### src/rtl/add3_pkg.sv
// add3_pkg: shared width default, clog2 helper and packed-operand slice for the add3 scheduler.
`define ADD3_SLICE(bus, i, w) bus[(i)*(w) +: (w)]
package add3_pkg;
  localparam int WIDTH_DEF = 16;
  function automatic int clog2(input int n);
    int r = 0;
    for (int v = n - 1; v > 0; v >>= 1) r++;
    return r;
  endfunction
endpackage

### src/rtl/rr_arbiter.sv
// rr_arbiter: one-hot round-robin grant, scanning from ptr upward modulo NREQ.
module rr_arbiter import add3_pkg::*; #(
  parameter int NREQ = 4,
  parameter int IDW = clog2(NREQ)
) (
  input  logic [NREQ-1:0] req,
  input  logic            en,
  input  logic [IDW-1:0]  ptr,
  output logic [NREQ-1:0] gnt,
  output logic [IDW-1:0]  gnt_idx
);
  logic           found;
  logic [IDW-1:0] j;
  always_comb begin
    gnt = '0;
    gnt_idx = '0;
    found = 1'b0;
    j = '0;
    for (int k = 0; k < NREQ; k++) begin
      j = IDW'((int'(ptr) + k) % NREQ);
      if (en && !found && req[j]) begin
        gnt[j] = 1'b1;
        gnt_idx = j;
        found = 1'b1;
      end
    end
  end
endmodule

### src/rtl/add3_rr_sched.sv
// add3_rr_sched: round-robin sharing of a two-stage (a+b, then +c) adder pipeline between NREQ requesters.
module add3_rr_sched import add3_pkg::*; #(
  parameter int WIDTH = WIDTH_DEF,
  parameter int NREQ = 4,
  parameter int IDW = 2
) (
  input  logic                  clock,
  input  logic                  rst_n,
  input  logic [NREQ-1:0]       req_valid,
  output logic [NREQ-1:0]       req_ready,
  input  logic [NREQ*WIDTH-1:0] req_a,
  input  logic [NREQ*WIDTH-1:0] req_b,
  input  logic [NREQ*WIDTH-1:0] req_c,
  output logic                  res_valid,
  input  logic                  res_ready,
  output logic [WIDTH-1:0]      res_data,
  output logic [IDW-1:0]        res_id,
  output logic                  busy
);
  if (NREQ < 2 || IDW != clog2(NREQ)) begin : g_param_check
    $error("add3_rr_sched: need NREQ >= 2 and IDW == clog2(NREQ)");
  end
  logic             s1_valid, s2_valid;
  logic [WIDTH-1:0] s1_ab, s1_c, s2_sum;
  logic [IDW-1:0]   s1_id, s2_id, rr_ptr, gnt_idx;
  logic [NREQ-1:0]  gnt;
  logic             advance, s1_free;
  assign advance = !s2_valid || res_ready;
  assign s1_free = !s1_valid || advance;
  // Gating with rst_n keeps req_ready low for the whole time reset is held.
  rr_arbiter #(.NREQ(NREQ), .IDW(IDW)) u_arb (
    .req(req_valid),
    .en(s1_free && rst_n),
    .ptr(rr_ptr),
    .gnt(gnt),
    .gnt_idx(gnt_idx)
  );
  assign req_ready = gnt;
  assign res_valid = s2_valid;
  assign res_data = s2_sum;
  assign res_id = s2_id;
  assign busy = s1_valid || s2_valid;
  always_ff @(posedge clock or negedge rst_n) begin
    if (!rst_n) begin
      s1_valid <= 1'b0;
      s1_ab <= '0;
      s1_c <= '0;
      s1_id <= '0;
      s2_valid <= 1'b0;
      s2_sum <= '0;
      s2_id <= '0;
      rr_ptr <= '0;
    end else begin
      if (advance) begin
        s2_valid <= s1_valid;
        s2_sum <= s1_ab + s1_c;
        s2_id <= s1_id;
      end
      if (s1_free) begin
        s1_valid <= |gnt;
        s1_ab <= `ADD3_SLICE(req_a, gnt_idx, WIDTH) + `ADD3_SLICE(req_b, gnt_idx, WIDTH);
        s1_c <= `ADD3_SLICE(req_c, gnt_idx, WIDTH);
        s1_id <= gnt_idx;
      end
      if (|gnt) rr_ptr <= (gnt_idx == IDW'(NREQ - 1)) ? '0 : gnt_idx + 1'b1;
    end
  end
endmodule

### config.mk
export PLATFORM = sky130hd
export DESIGN_NAME = add3_rr_sched
export DESIGN_NICKNAME = d
export VERILOG_FILES = /design/src/rtl/add3_pkg.sv /design/src/rtl/rr_arbiter.sv /design/src/rtl/add3_rr_sched.sv
export SDC_FILE = /design/constraint.sdc
export NUM_CORES = 1
export LEC_CHECK = 0
export CORE_MARGIN = 2
export CORE_UTILIZATION = 55
export CTS_CLUSTER_DIAMETER = 60
export CTS_CLUSTER_SIZE = 16
export DETAILED_ROUTE_END_ITERATION = 6
export DONT_BUFFER_PORTS = 1
export GPL_ROUTABILITY_DRIVEN = 0
export PLACE_DENSITY = 0.66
export REMOVE_ABC_BUFFERS = 1
export SETUP_SLACK_MARGIN = 0.4
export SYNTH_ARGS = -nofsm -noshare
export SYNTH_HDL_FRONTEND = slang
export SYNTH_SLANG_ARGS = --single-unit
### constraint.sdc
create_clock -name clock -period 15.1 [get_ports clock]
set_clock_uncertainty 0.2 [all_clocks]
set_input_delay 2.265 -clock clock [delete_from_list [all_inputs] [get_ports clock]]
set_output_delay 2.265 -clock clock [all_outputs]
set_load 0.005 [all_outputs]
* Yosys cells after proc, flatten, opt, wreduce, memory -nomap -nowiden
Index checks and enable logic that the tools add are counted.
** Storage, ports and cells
- Register bits :: 56
** Cells by class
- Magnitude comparators :: 8
- Add/sub/neg operators :: 6
- Multiplexer cells :: 28
- Equality and inequality tests :: 1
- Bitwise operators :: 3
- Reduce and logical (&&, ||, !) cells :: 21
- Shifts and indexed selects :: 3
** Operators by type and width (count)
- $shiftx 64x7->16 :: 3
- $add 16x16->16 :: 2
- $mux 4 :: 4
- $logic_and 1x1->1 :: 12
- $lt 2x3->1 const B :: 4
- $or 4x4->4 :: 3
- $mux 1 :: 11
- $mux 2 :: 5
- $bmux 1 s2 :: 4
- $demux 1 s2 :: 4
- $ge 2x1->1 const B :: 4
- $logic_not 1->1 :: 5
- $add 2x1->2 const B :: 2
- $add 2x2->2 const B :: 2
- $reduce_or 4->1 :: 1
- $logic_or 1x1->1 :: 3
- $eq 2x2->1 const B :: 1

* Logic depth before layout (Yosys ltp)
- Depth after elaboration :: 20
- Depth in mapped cells :: 21

* Hierarchy
Synthesis repeated with hierarchy kept, for this count alone.
** Second synthesis, totals
- Cell total of the unflattened synthesis :: 549
- Area total of the unflattened synthesis :: 5330.1 um^2
** By module, submodules not included
- add3_rr_sched :: sequential area each 1401.3 um^2, cells an instance 478, instances 1, area an instance 4693.3 um^2
- rr_arbiter :: sequential area each 0.0 um^2, cells an instance 71, instances 1, area an instance 636.9 um^2

* Worst setup path before layout
Ideal clock, no wire load.
- Kind :: input-to-reg
- From :: input port req_valid[2]
- To :: register s1_ab[12]
- Setup slack :: 8.496 ns
- Data arrival time :: 6.269 ns
- Stages :: 15
- Path buffers :: 1
- Library setup time :: 0.134 ns
- Cell sequence :: mux4_2 > or4b_4 > a21oi_2 > a2bb2oi_2 > buf_4 > mux4_2 > ha_1 > fa_1 > a21o_1 > a21oi_1 > o21ai_0 > a41oi_1 > o21bai_1 > a211oi_1 > o31ai_1
** On the way
- Longest elaborated chain between the ends :: 18
- Elaborated cells between the ends (all ways) :: 28
** Ends and longest elaborated chain
- from (decl) :: line add3_rr_sched.sv:9 : input logic [NREQ-1:0] req_valid,
- $bmux 1 s2 :: line rr_arbiter.sv:21 : if (en && !found && req[j]) begin
- $mux 1 (not written as such) :: line rr_arbiter.sv:21
- $logic_and 1x1->1 :: line rr_arbiter.sv:21
- $mux 1 :: line rr_arbiter.sv:21
- $logic_not 1->1 :: line rr_arbiter.sv:21
- $logic_and 1x1->1 (2 in a row) :: line rr_arbiter.sv:21
- $mux 1 :: line rr_arbiter.sv:21
- $logic_not 1->1 :: line rr_arbiter.sv:21
- $logic_and 1x1->1 (2 in a row) :: line rr_arbiter.sv:21
- $mux 1 :: line rr_arbiter.sv:21
- $logic_not 1->1 :: line rr_arbiter.sv:21
- $logic_and 1x1->1 (2 in a row) :: line rr_arbiter.sv:21
- $mux 2 (*) :: line rr_arbiter.sv:21
- $shiftx 64x7->16 (no source line)
- $add 16x16->16 (no source line) (*)
- to (signal assigned) :: line add3_rr_sched.sv:61 : s1_ab <= `ADD3_SLICE(req_a, gnt_idx, WIDTH) + `ADD3_SLICE(req_b, gnt_idx, WIDTH);
- to (decl) :: line add3_rr_sched.sv:24 : logic [WIDTH-1:0] s1_ab, s1_c, s2_sum;
Mark *: on every way between the ends. The rest lies on a longest branch, timed or not. The select of a mux whose other input is x is not followed.
A chain may end at the register's enable or synchronous reset.

* Worst setup path in the final report
Same ends and word-level chain as after synthesis.

==> metrics.csv <==
metric,value,unit
status,"complete, no violations",
gr ovfl total,0,
first-pass GRT wire length,19490,µm
WL per Instance,19.18,µm
vias in the first global route,4037,
Die Y-Extent,99.74,µm
worst hold slack,0.3001,ns
initial drt markers,177,
Num Clock Sinks,56,
Inserted Clock Buffers,5,
"top cells by area, synth","dfrtp_1 28%, mux4_2 14%, ha_1 8.4%",
Seq cells post-synth,56,
sequential share of power,22.6,%
switching portion of total power,45.83,%
pre-CTS setup slack,7.498,ns
Worst-Skew Late Latency,0.31,ns
Syn Std Cell Area,5041,µm²
Die W,99.74,µm
maximum net fanout on the critical path,65,
Final min period,7.252,ns
number of flops mapped to enable cells by yosys,0,
clock buffer depth,2,
TritonRoute pass-1 iters,4,
GRT Util Overall,24.15,%
Final #Nets,750,
most frequent cells after synthesis,"64 x nand2_1, 56 x dfrtp_1, 47 x a21oi_1",
Net Sw Power,606.4,µW
clk root buf,clkbuf_8,
"Hold-fix buffers, CTS",0,
# setup viols final,0,
drt drc,0,
vias,4028,
filler cell count,767,
Startpoint Class,primary input,
Post-CTS Setup Inserts,0,
initial antenna violation count,0,
Achievable Freq,0.1379,GHz
post-synth cell types,55,
cell with the most instances after synthesis,nand2_1,
RSZ-0062 raised after global routing,no,
top cell type's share of synthesized area,27.80,%
post-cts resize count,0,
IO Count,223,
Tcrit/Tclk final,48.03,%
setup tns final,0,ns
Antenna Cells,0,
Logic pwr share,70.1,%
final wirelength,11970,µm
syn avg cell area,9.423,µm²
Detail Route Antenna Nets,0,
Max rail drop VDD,0.0001141,V
Fin. Hold Viols,0,
Area growth syn-to-layout,2.730,%
Async SR Flop Fraction,100.0,%
Cell Pwr Density,255.5,nW/µm²
Worst Tran Pin Value,1.110,ns
Critical Path AT,7.24,ns
Leakage Power,0.002191,µW
worst rel slew slack,24.08,%
share of cells above drive strength 1,11.05,%
largest net degree at the start of global routing,68,
CP Class,in -> reg,
Final HPWL DP,9323,µm
Post-Syn Instances,535,
Initial Util,57.25,%
element type at the critical path end,flip-flop,
DIE AREA,9947,µm²
final total power,1323,µW
top_reg_cell synth,dfrtp_1,
I/O Buffers,0,
Final WS setup,7.848,ns
CTS tree,yes,
CTS HTree Levels,2,
WP data required,15.09,ns
"Reg clk slew, reported paths",0.10,ns
core area,8806,µm²
Yosys top cell by area,dfrtp_1,
number of cell rows,34,
worst min path class,reg -> reg,
post-DR vias/cell,6.455,
Max-cap violations,0,
P_int,716.8,µW
fin. max-slew vios,0,
Clk pwr share,7.3,%
yosys warns,0,
register area share after synthesis,27.80,%
-- power groups by stage --
stage          combinational, µW  clock (µW)  sequential [µW]
2_1_floorplan                769           0              281
3_3_place_gp                 904           0              300
3_5_place_dp                 920           0              302
4_1_cts                      929         100              299
5_1_grt                     1050         106              310
6_report                     927        97.1              299
-- cell usage in the layout, fill, tap and decap left out, types with 2 or more instances in the layout --
cell type  synthesis  final
nor2_1            45     45
dfrtp_1           56     56
ha_1              34     34
mux4_2            31     31
o21a_1             4      4
a311oi_1           2      2
nor4_1             2      2
buf_4              4      4
nor3_1             4      4
nor2b_1            3      3
o31ai_1            3      3
a211o_1            2      2
o32a_1             2      2
a22oi_1            8      8
mux2i_1           18     18
a21o_1            10     10
xor2_1            16     16
mux2_2             5      5
clkbuf_8           0      5
inv_1             11     11
nand3_1            5      5
fa_1               2      2
o211ai_1           5      5
or2_2              5      5
and3_1             3      3
a211oi_1          10     10
xnor2_1           11     11
nand3b_1           9      9
nand2_1           64     64
a21oi_1           47     47
o21ai_0           36     36
and3b_1            3      3
a221o_1            8      8
or3_1              2      2
nand2b_1           6      6
a41oi_1            3      3
a221oi_1           9      9
a2111oi_0          3      3
o21bai_1           4      4
-- layout make-up --
type	count	area (µm²)	share of cell area (%)
clock buffers	5	68.82	1.329
clock inverters	3	42.54	0.8215
inverters	11	41.29	0.7973
multi-input cells	437	3460	66.80
flip-flops and latches	56	1401	27.06
well taps	108	135.1	2.609
repair buffers	4	30.03	0.5798
-- critical path: stages --
cell       delay (ns)
mux4_2           0.47
or4b_4           0.51
a21oi_2          0.18
a2bb2oi_4        0.30
buf_4            0.72
mux4_2           0.60
ha_1             0.26
fa_1             0.41
a21o_1           0.19
a21oi_1          0.27
o21ai_0          0.15
a41oi_1          0.42
o21bai_1         0.12
a211oi_1         0.26
o31ai_1          0.09
-- logic make-up after synthesis --
kind of cell,Yosys count,synth area share (%)
AO/OA/AOI/OAI,164,21.57
flip-flops,56,27.80
adder cells (fa/ha/maj),36,9.233
AND/OR/NAND/NOR,156,14.37
buffers and inverters,42,3.797
XOR/XNOR,27,4.691
multiplexers,54,18.54
-- flip-flops by register name, indices dropped and copies added, names as in the netlist --
register and flops:
res_data 16, s1_ab 16, s1_c 16, res_id 2, rr_ptr 2, s1_id 2
res_valid 1, s1_valid 1
-- per-layer routing --
metal / GRT usage (%) / wire length, µm / up-vias
li1: - / - / 1977
met1: 31.56 / 5139 / 1907
met2: 43.66 / 6137 / 137
met3: 2.600 / 573 / 7
met4: 4.742 / 121 / 0
met5: 0 / 0 / -
-- path summary, 6_finish.rpt --
| kind | slack [ns] | to | start | cells after the start |
|---|---|---|---|---|
| setup / recovery | 7.85 | s1_ab[12]$_DFFE_PN0N_ | req_valid[2] | 15 |
| hold / removal | 0.30 | res_id[0]$_DFFE_PN0P_ | res_id[0]$_DFFE_PN0P_ | 2 |
| setup reg to reg | 8.28 | s1_ab[12]$_DFFE_PN0N_ | rr_ptr[0]$_DFFE_PN0P_ | 17 |
| hold reg to reg | 0.30 | res_id[0]$_DFFE_PN0P_ | res_id[0]$_DFFE_PN0P_ | 2 |
| max in group asynchronous | 13.14 | s1_ab[7]$_DFFE_PN0N_ | rst_n | 0 |
| min in group asynchronous | 1.43 | s1_ab[1]$_DFFE_PN0N_ | rst_n | 0 |
-- metrics by stage --
step	instances	utilization [%]	cell area, µm²
final	624	58.81	5179
after floorplan	504	-	4891
after global routing	624	58.81	5179
after CTS	624	58.81	5179
after global placement	616	57.54	5067
after detailed placement	616	57.54	5067
Note: power is estimated with default switching activity, not from simulation.
